<file path="src/rtl/pipe_prefix_addsub.sv">
// Pipelined parallel-prefix adder/subtractor with valid/ready flow control,
// optional signed saturation and carry/overflow/zero flags.
module pipe_prefix_addsub #(
  parameter int WIDTH = 32,
  parameter int TAG_W = 4
) (
  input  logic             clk,
  input  logic             rstn,
  input  logic             flush,
  input  logic             in_valid,
  output logic             in_ready,
  input  logic [WIDTH-1:0] a,
  input  logic [WIDTH-1:0] b,
  input  logic             ci,
  input  logic             sub,
  input  logic             sat,
  input  logic [TAG_W-1:0] in_tag,
  output logic             out_valid,
  input  logic             out_ready,
  output logic [WIDTH-1:0] sum,
  output logic             co,
  output logic             ovf,
  output logic             zero,
  output logic [TAG_W-1:0] out_tag
);

  localparam int LAT   = $clog2(WIDTH) + 2;
  localparam int LOG_W = LAT - 2;

  // Number of prefix levels that merged bit i: its trailing ones, capped.
  function automatic int span_log(input int i, input int cap);
    int t;
    t = 0;
    while (t < cap && ((i >> t) & 1) == 1) t++;
    return t;
  endfunction

  logic stall;

  assign stall    = out_valid && !out_ready;
  assign in_ready = rstn && !stall && !flush;

  // stg[0] holds the conditioned operands; stg[k] is the output of prefix level k.
  for (genvar k = 0; k <= LOG_W; k++) begin : stg
    logic [WIDTH-1:0] g_q, p_q, pr_q, g_d, p_d, pr_d;
    logic             c_q, am_q, bm_q, sat_q, vld_q;
    logic             c_d, am_d, bm_d, sat_d, vld_d;
    logic [TAG_W-1:0] tag_q, tag_d;

    if (k == 0) begin : cond
      logic [WIDTH-1:0] b_eff;
      assign b_eff = sub ? ~b : b;
      assign g_d   = a & b_eff;
      assign p_d   = a ^ b_eff;
      assign pr_d  = a ^ b_eff;
      assign c_d   = sub ? ~ci : ci;
      assign am_d  = a[WIDTH-1];
      assign bm_d  = b_eff[WIDTH-1];
      assign sat_d = sat;
      assign tag_d = in_tag;
      assign vld_d = in_valid && in_ready;
    end else begin : pfx
      for (genvar i = 0; i < WIDTH; i++) begin : bit_
        if ((i % (1 << k)) == (1 << k) - 1) begin : merge
          assign g_d[i] = stg[k-1].g_q[i] |
                          (stg[k-1].p_q[i] & stg[k-1].g_q[i-(1<<(k-1))]);
          assign p_d[i] = stg[k-1].p_q[i] & stg[k-1].p_q[i-(1<<(k-1))];
        end else begin : pass
          assign g_d[i] = stg[k-1].g_q[i];
          assign p_d[i] = stg[k-1].p_q[i];
        end
      end
      assign pr_d  = stg[k-1].pr_q;
      assign c_d   = stg[k-1].c_q;
      assign am_d  = stg[k-1].am_q;
      assign bm_d  = stg[k-1].bm_q;
      assign sat_d = stg[k-1].sat_q;
      assign tag_d = stg[k-1].tag_q;
      assign vld_d = stg[k-1].vld_q;
    end

    always_ff @(posedge clk or negedge rstn) begin
      if (!rstn) begin
        vld_q <= 1'b0;
        g_q   <= '0;
        p_q   <= '0;
        pr_q  <= '0;
        c_q   <= 1'b0;
        am_q  <= 1'b0;
        bm_q  <= 1'b0;
        sat_q <= 1'b0;
        tag_q <= '0;
      end else begin
        if (flush)       vld_q <= 1'b0;
        else if (!stall) vld_q <= vld_d;
        if (!stall) begin
          g_q   <= g_d;
          p_q   <= p_d;
          pr_q  <= pr_d;
          c_q   <= c_d;
          am_q  <= am_d;
          bm_q  <= bm_d;
          sat_q <= sat_d;
          tag_q <= tag_d;
        end
      end
    end
  end

  logic [WIDTH-1:0] cin_v, raw, sum_d, sum_q;
  logic             co_d, ovf_d, zero_d, co_q, ovf_q, zero_q, ovld_q;
  logic [TAG_W-1:0] tag_q;

  // Down-sweep: each tree node's span extends a carry already resolved below it.
  assign cin_v[0] = stg[LOG_W].c_q;
  for (genvar i = 0; i < WIDTH; i++) begin : cry
    localparam int T  = span_log(i, LOG_W);
    localparam int LO = i + 1 - (1 << T);
    logic cy;
    if (LO == 0) begin : from_cin
      assign cy = stg[LOG_W].g_q[i] | (stg[LOG_W].p_q[i] & stg[LOG_W].c_q);
    end else begin : from_low
      assign cy = stg[LOG_W].g_q[i] | (stg[LOG_W].p_q[i] & cry[LO-1].cy);
    end
    if (i < WIDTH - 1) begin : nx
      assign cin_v[i+1] = cy;
    end
  end

  assign raw    = stg[LOG_W].pr_q ^ cin_v;
  assign co_d   = cry[WIDTH-1].cy;
  assign ovf_d  = (stg[LOG_W].am_q == stg[LOG_W].bm_q) && (raw[WIDTH-1] != stg[LOG_W].am_q);
  assign sum_d  = (stg[LOG_W].sat_q && ovf_d) ?
                  (stg[LOG_W].am_q ? {1'b1, {(WIDTH-1){1'b0}}} : {1'b0, {(WIDTH-1){1'b1}}}) :
                  raw;
  assign zero_d = (sum_d == '0);

  always_ff @(posedge clk or negedge rstn) begin
    if (!rstn) begin
      ovld_q <= 1'b0;
      sum_q  <= '0;
      co_q   <= 1'b0;
      ovf_q  <= 1'b0;
      zero_q <= 1'b0;
      tag_q  <= '0;
    end else begin
      if (flush)       ovld_q <= 1'b0;
      else if (!stall) ovld_q <= stg[LOG_W].vld_q;
      if (!stall) begin
        sum_q  <= sum_d;
        co_q   <= co_d;
        ovf_q  <= ovf_d;
        zero_q <= zero_d;
        tag_q  <= stg[LOG_W].tag_q;
      end
    end
  end

  assign out_valid = ovld_q;
  assign sum       = sum_q;
  assign co        = co_q;
  assign ovf       = ovf_q;
  assign zero      = zero_q;
  assign out_tag   = tag_q;

endmodule

</file>
<file path="config.mk">
export PLATFORM = sky130hd
export DESIGN_NAME = pipe_prefix_addsub
export DESIGN_NICKNAME = d
export VERILOG_FILES = /design/src/rtl/pipe_prefix_addsub.sv
export SDC_FILE = /design/constraint.sdc
export NUM_CORES = 1
export LEC_CHECK = 0
export CAP_MARGIN = 20
export CORE_UTILIZATION = 40
export CTS_CLUSTER_DIAMETER = 50
export DETAILED_ROUTE_END_ITERATION = 6
export GPL_TIMING_DRIVEN = 0
export HOLD_SLACK_MARGIN = 0.03
export SYNTH_ARGS = -nofsm -noshare
export SYNTH_HDL_FRONTEND = slang
export SYNTH_SLANG_ARGS = --single-unit
</file>
<file path="constraint.sdc">
create_clock -name clk -period 7.7 [get_ports clk]
set_clock_uncertainty 0.15 [all_clocks]
set_input_delay 1.54 -clock clk [delete_from_list [all_inputs] [get_ports clk]]
set_output_delay 1.54 -clock clk [all_outputs]
set_load 0.02 [all_outputs]
</file>
# Yosys cells after proc, flatten, opt, wreduce, memory -nomap -nowiden

Index checks and enable logic that the tools add are counted.

Output and inout bits: 41
Memories: 0
Memory bits (read-only): 0
Memory bits (writable): 0
Latch bits: 0
Bits in registers: 638
Word-level logic and storage cells: 252
Input port bits: 76

Multiply operators: 0
Add/subtract/negate cells: 0
Equal/unequal tests: 3
Reduce and logical (&&, ||, !) cells: 10
Div/mod/pow operators: 0
Shift-type cells: 0
$lt $le $gt $ge: 0
Multiplexer cells: 18
Bitwise gates (word level): 162

Operator list:

| operator             | count |
|---|---|
| $mux W32             | 3 |
| $and A1 B1 Y1        | 94 |
| $xor A32 B32 Y32     | 2 |
| $or A1 B1 Y1         | 63 |
| $and A32 B32 Y32     | 1 |
| $logic_not A32 Y1    | 1 |
| $not A32 Y32         | 1 |
| $mux W1              | 15 |
| $logic_and A1 B1 Y1  | 6 |
| $logic_not A1 Y1     | 3 |
| $ne A2 B2 Y1 const B | 1 |
| $eq A1 B1 Y1         | 1 |
| $ne A1 B1 Y1         | 1 |
| $not A1 Y1           | 1 |

# Logic depth before layout (Yosys ltp)

Depth in word-level cells: 16
Mapped depth: 11
Mapped depth without buffers: 10

# Worst setup path before layout

Ideal clock, no wire load.

Path kind: input to output
Start: input out_ready
End: output in_ready
Stages: 5
Required time: 6.010 ns
Arrival time: 2.615 ns
Slack: 3.395 ns
Buffers on the path: 3
Cell sequence: nor2b_1 > buf_2 > buf_2 > clkbuf_1 > nor3b_1

Longest elaborated chain between the ends: 5

RTL lines:

| element                          | line | RTL |
|---|---|---|
| start: declaration               | 19   | `input logic out_ready,` |
| $logic_not A1 Y1                 | 40   | `assign stall = out_valid && !out_ready;` |
| $logic_and A1 B1 Y1              | 40   |  |
| $logic_not A1 Y1                 | --   |  |
| $logic_and A1 B1 Y1 (2 in a row) | 41   | `assign in_ready = rstn && !stall && !flush;` |
| end: declaration                 | 11   | `output logic in_ready,` |

Every way passes these cells.

# Worst setup path in the final report

Same ends and word-level chain as after synthesis.

==> flow_metrics.tcl <==
set metrics [dict create \
    yosysWarnings 0 \
    ys_seq_elements 558 \
    dp_hpwl_mm 45.3 \
    vias 16676 \
    synthXorXnorAreaFrac 0.0196 \
    grt_pass1_vias 16594 \
    cp-start-kind "primary input" \
    synth.area.top_cells "dfrtp_1 (62%), nand2_1 (25%), ha_1 (2.7%), a21oi_1 (1.5%), clkbuf_1 (1.5%)" \
    num-nets-final 2818 \
    crit_path_end_kind "output pin" \
    fmax_ghz 0.171 \
    min_period_over_period 0.761 \
    power-per-cell-area_nw_per_um2 277 \
    core_area_um2 55200 \
    synth_adder_area_share 0.0269 \
    status "complete, no violations" \
    crit_arrival_ns 4.17 \
    portBuffers 114 \
    path_max_fanout 10 \
    synth_compound_area_frac 0.0365 \
    viasPerCell 4.78 \
    layout_commonest_cell "nand2_1" \
    gp_congestion 0.887 \
    hp-class "flip-flop to flip-flop" \
    synthCells 2517 \
    cts-root-buf "clkbuf_16" \
    synth_edf_count 0 \
    overflow 0 \
    ant_nets 0 \
    clock-sinks 558 \
    clock_latency_ns 0.62 \
    synth_top_area_share 0.625 \
    synth_area_um2 22400 \
    fill_cells 5335 \
    ir_drop_v 0.000160 \
    holdBufCountCts 0 \
    synth_fp_nets 2641 \
    h-tree-depth 2 \
    drive_above_1_share 0.0460 \
    critPathKind "primary input to output pin" \
    critPathRequiredTime_ns 6.01 \
    drc_errors 0 \
    synth.yosys.seq_area_share 0.625 \
    initialDrtViolationCount 1234 \
    relSlewSlack 0.278 \
    hold_viol 0 \
    muxShareOfSynthArea 0 \
    fin_cells 3488 \
    initial_core_util 0.405 \
    antenna_found_initial 0 \
    period_needed_ns 5.86 \
    rsz0062_at_grt "false" \
    tightest_slew_ns 1.08 \
    clk_path_buf_depth 3 \
    grt_max_degree 127 \
    power_mw 7.34 \
    synthSimpleGateAreaFrac 0.268 \
    placedInstanceArea_um2 24500 \
    slew_viol_final 0 \
    num_rows 86 \
    die_x_um 238 \
    fin_hold_ws_ns 0.313 \
    synthArstFlopShare 1.00 \
    io_pins 117 \
    post_drt_wl_per_cell_um 17.6 \
    dr.pass1.iters 5 \
    synth_cell_types 26 \
    cts_setup_buffers 0 \
    finalSetupTns_ns 0 \
    die_height_um 238 \
    synth_top_family_by_area "simple AND/OR/NAND/NOR gates" \
    finalInstanceArea_um2 26500 \
    most-common-layout-cells "nand2_1 (1496), dfrtp_1 (558), clkdlybuf4s50_1 (113), clkbuf_1 (102), a21oi_1 (69)" \
    grt_usage 0.222 \
    wl_mm 61.4 \
    synth.largest_area_cell "dfrtp_1" \
    maxCapViolCount 0 \
    die_area_um2 56800 \
    dp.cells 3383 \
    cts_buffers 57 \
    area_growth_pct 18.4 \
    syn_avg_cell_area_um2 8.88 \
    cts.reportedPaths.clkPinSlew_ns 0.06 \
    grt_pass1_wl_mm 95.8 \
    ctsResizeCount 0 \
    p_leak_nw 13.5 \
    cts_tree "done" \
    num_antenna_cells 0 \
    synth_ff_type "dfrtp_1" \
    setup_viol 0 \
]
## per-layer routing
metal  track usage  wire [µm]  vias to the layer above
li1              -          -                     8178
met1         0.310      28300                     8008
met2         0.363      28600                      390
met3        0.0275       2910                      100
met4        0.0674       1670                        0
met5             0          0                        -
## stage by stage
step / util / setup slack (ns)
after detailed placement: 0.445 / 1.80
after CTS: 0.480 / 1.78
after floorplan: - / 3.39
after global routing: 0.480 / 1.75
final: 0.480 / 1.84
after global placement: 0.443 / -19.18
## final timing paths
path	startpoint	to	slack, ns	cells after the start
max in group asynchronous	rstn	stg[4].g_q[7]	4.90	3
min in group asynchronous	rstn	sum[30]	0.84	1
worst min register to register	out_tag[0]	out_tag[0]	0.31	2
worst min-delay path	out_tag[0]	out_tag[0]	0.31	2
worst max-delay path	out_ready	in_ready	1.84	7
worst max register to register	stg[5].c_q	sum[30]	4.31	11
## registers in the layout, indices dropped and copies added, names as in the netlist, 4 cells and up
signal     cells
stg.g_q      192
stg.p_q      160
stg.pr_q     112
sum           32
stg.tag_q     24
stg.am_q       6
stg.bm_q       6
stg.c_q        6
stg.sat_q      6
stg.vld_q      6
out_tag        4
## where the power goes
group          total [mW]  leakage, nW  switching [mW]  internal, mW
logic               0.888         5.74           0.504         0.384
registers            3.61         6.84           0.292          3.32
clock network        2.83        0.949            1.17          1.66
## kinds of logic after synthesis
family | after synthesis
compound gates | 153
flops | 558
buf+inv | 135
xor+xnor | 50
fa+ha+maj | 48
simple gates | 1573
## area by class of cell
cell class | instances | area (µm²) | share of cell area
flip-flops and latches | 558 | 14000 | 0.527
well taps | 748 | 936 | 0.0354
plain buffers | 135 | 541 | 0.0204
multi-input cells | 1824 | 7850 | 0.297
clock inverters | 25 | 314 | 0.0119
repair buffers | 118 | 1260 | 0.0475
clock buffers | 80 | 1610 | 0.0609
## synth_stat cells, types with 2 or more instances
master and number:
a21o_1 15, a21oi_1 69, and3_1 2, buf_1 19, buf_2 27, clkbuf_1 89
dfrtp_1 558, ha_1 48, nand2_1 1496, nand2b_1 3, nand3_1 34, nor2_1 23
nor2_2 2, nor3_1 4, nor4_1 4, o21ai_0 65, or4_1 2, xnor2_1 17
xor2_1 33
## critical path: stages
cell and delay, ns:
clkdlybuf4s50_1 0.41, nor2b_1 0.17, buf_2 0.38, buf_2 0.41, clkbuf_1 0.58, nor3b_1 0.10, clkdlybuf4s50_1 0.56
Note: power is estimated with default switching activity, not from simulation.
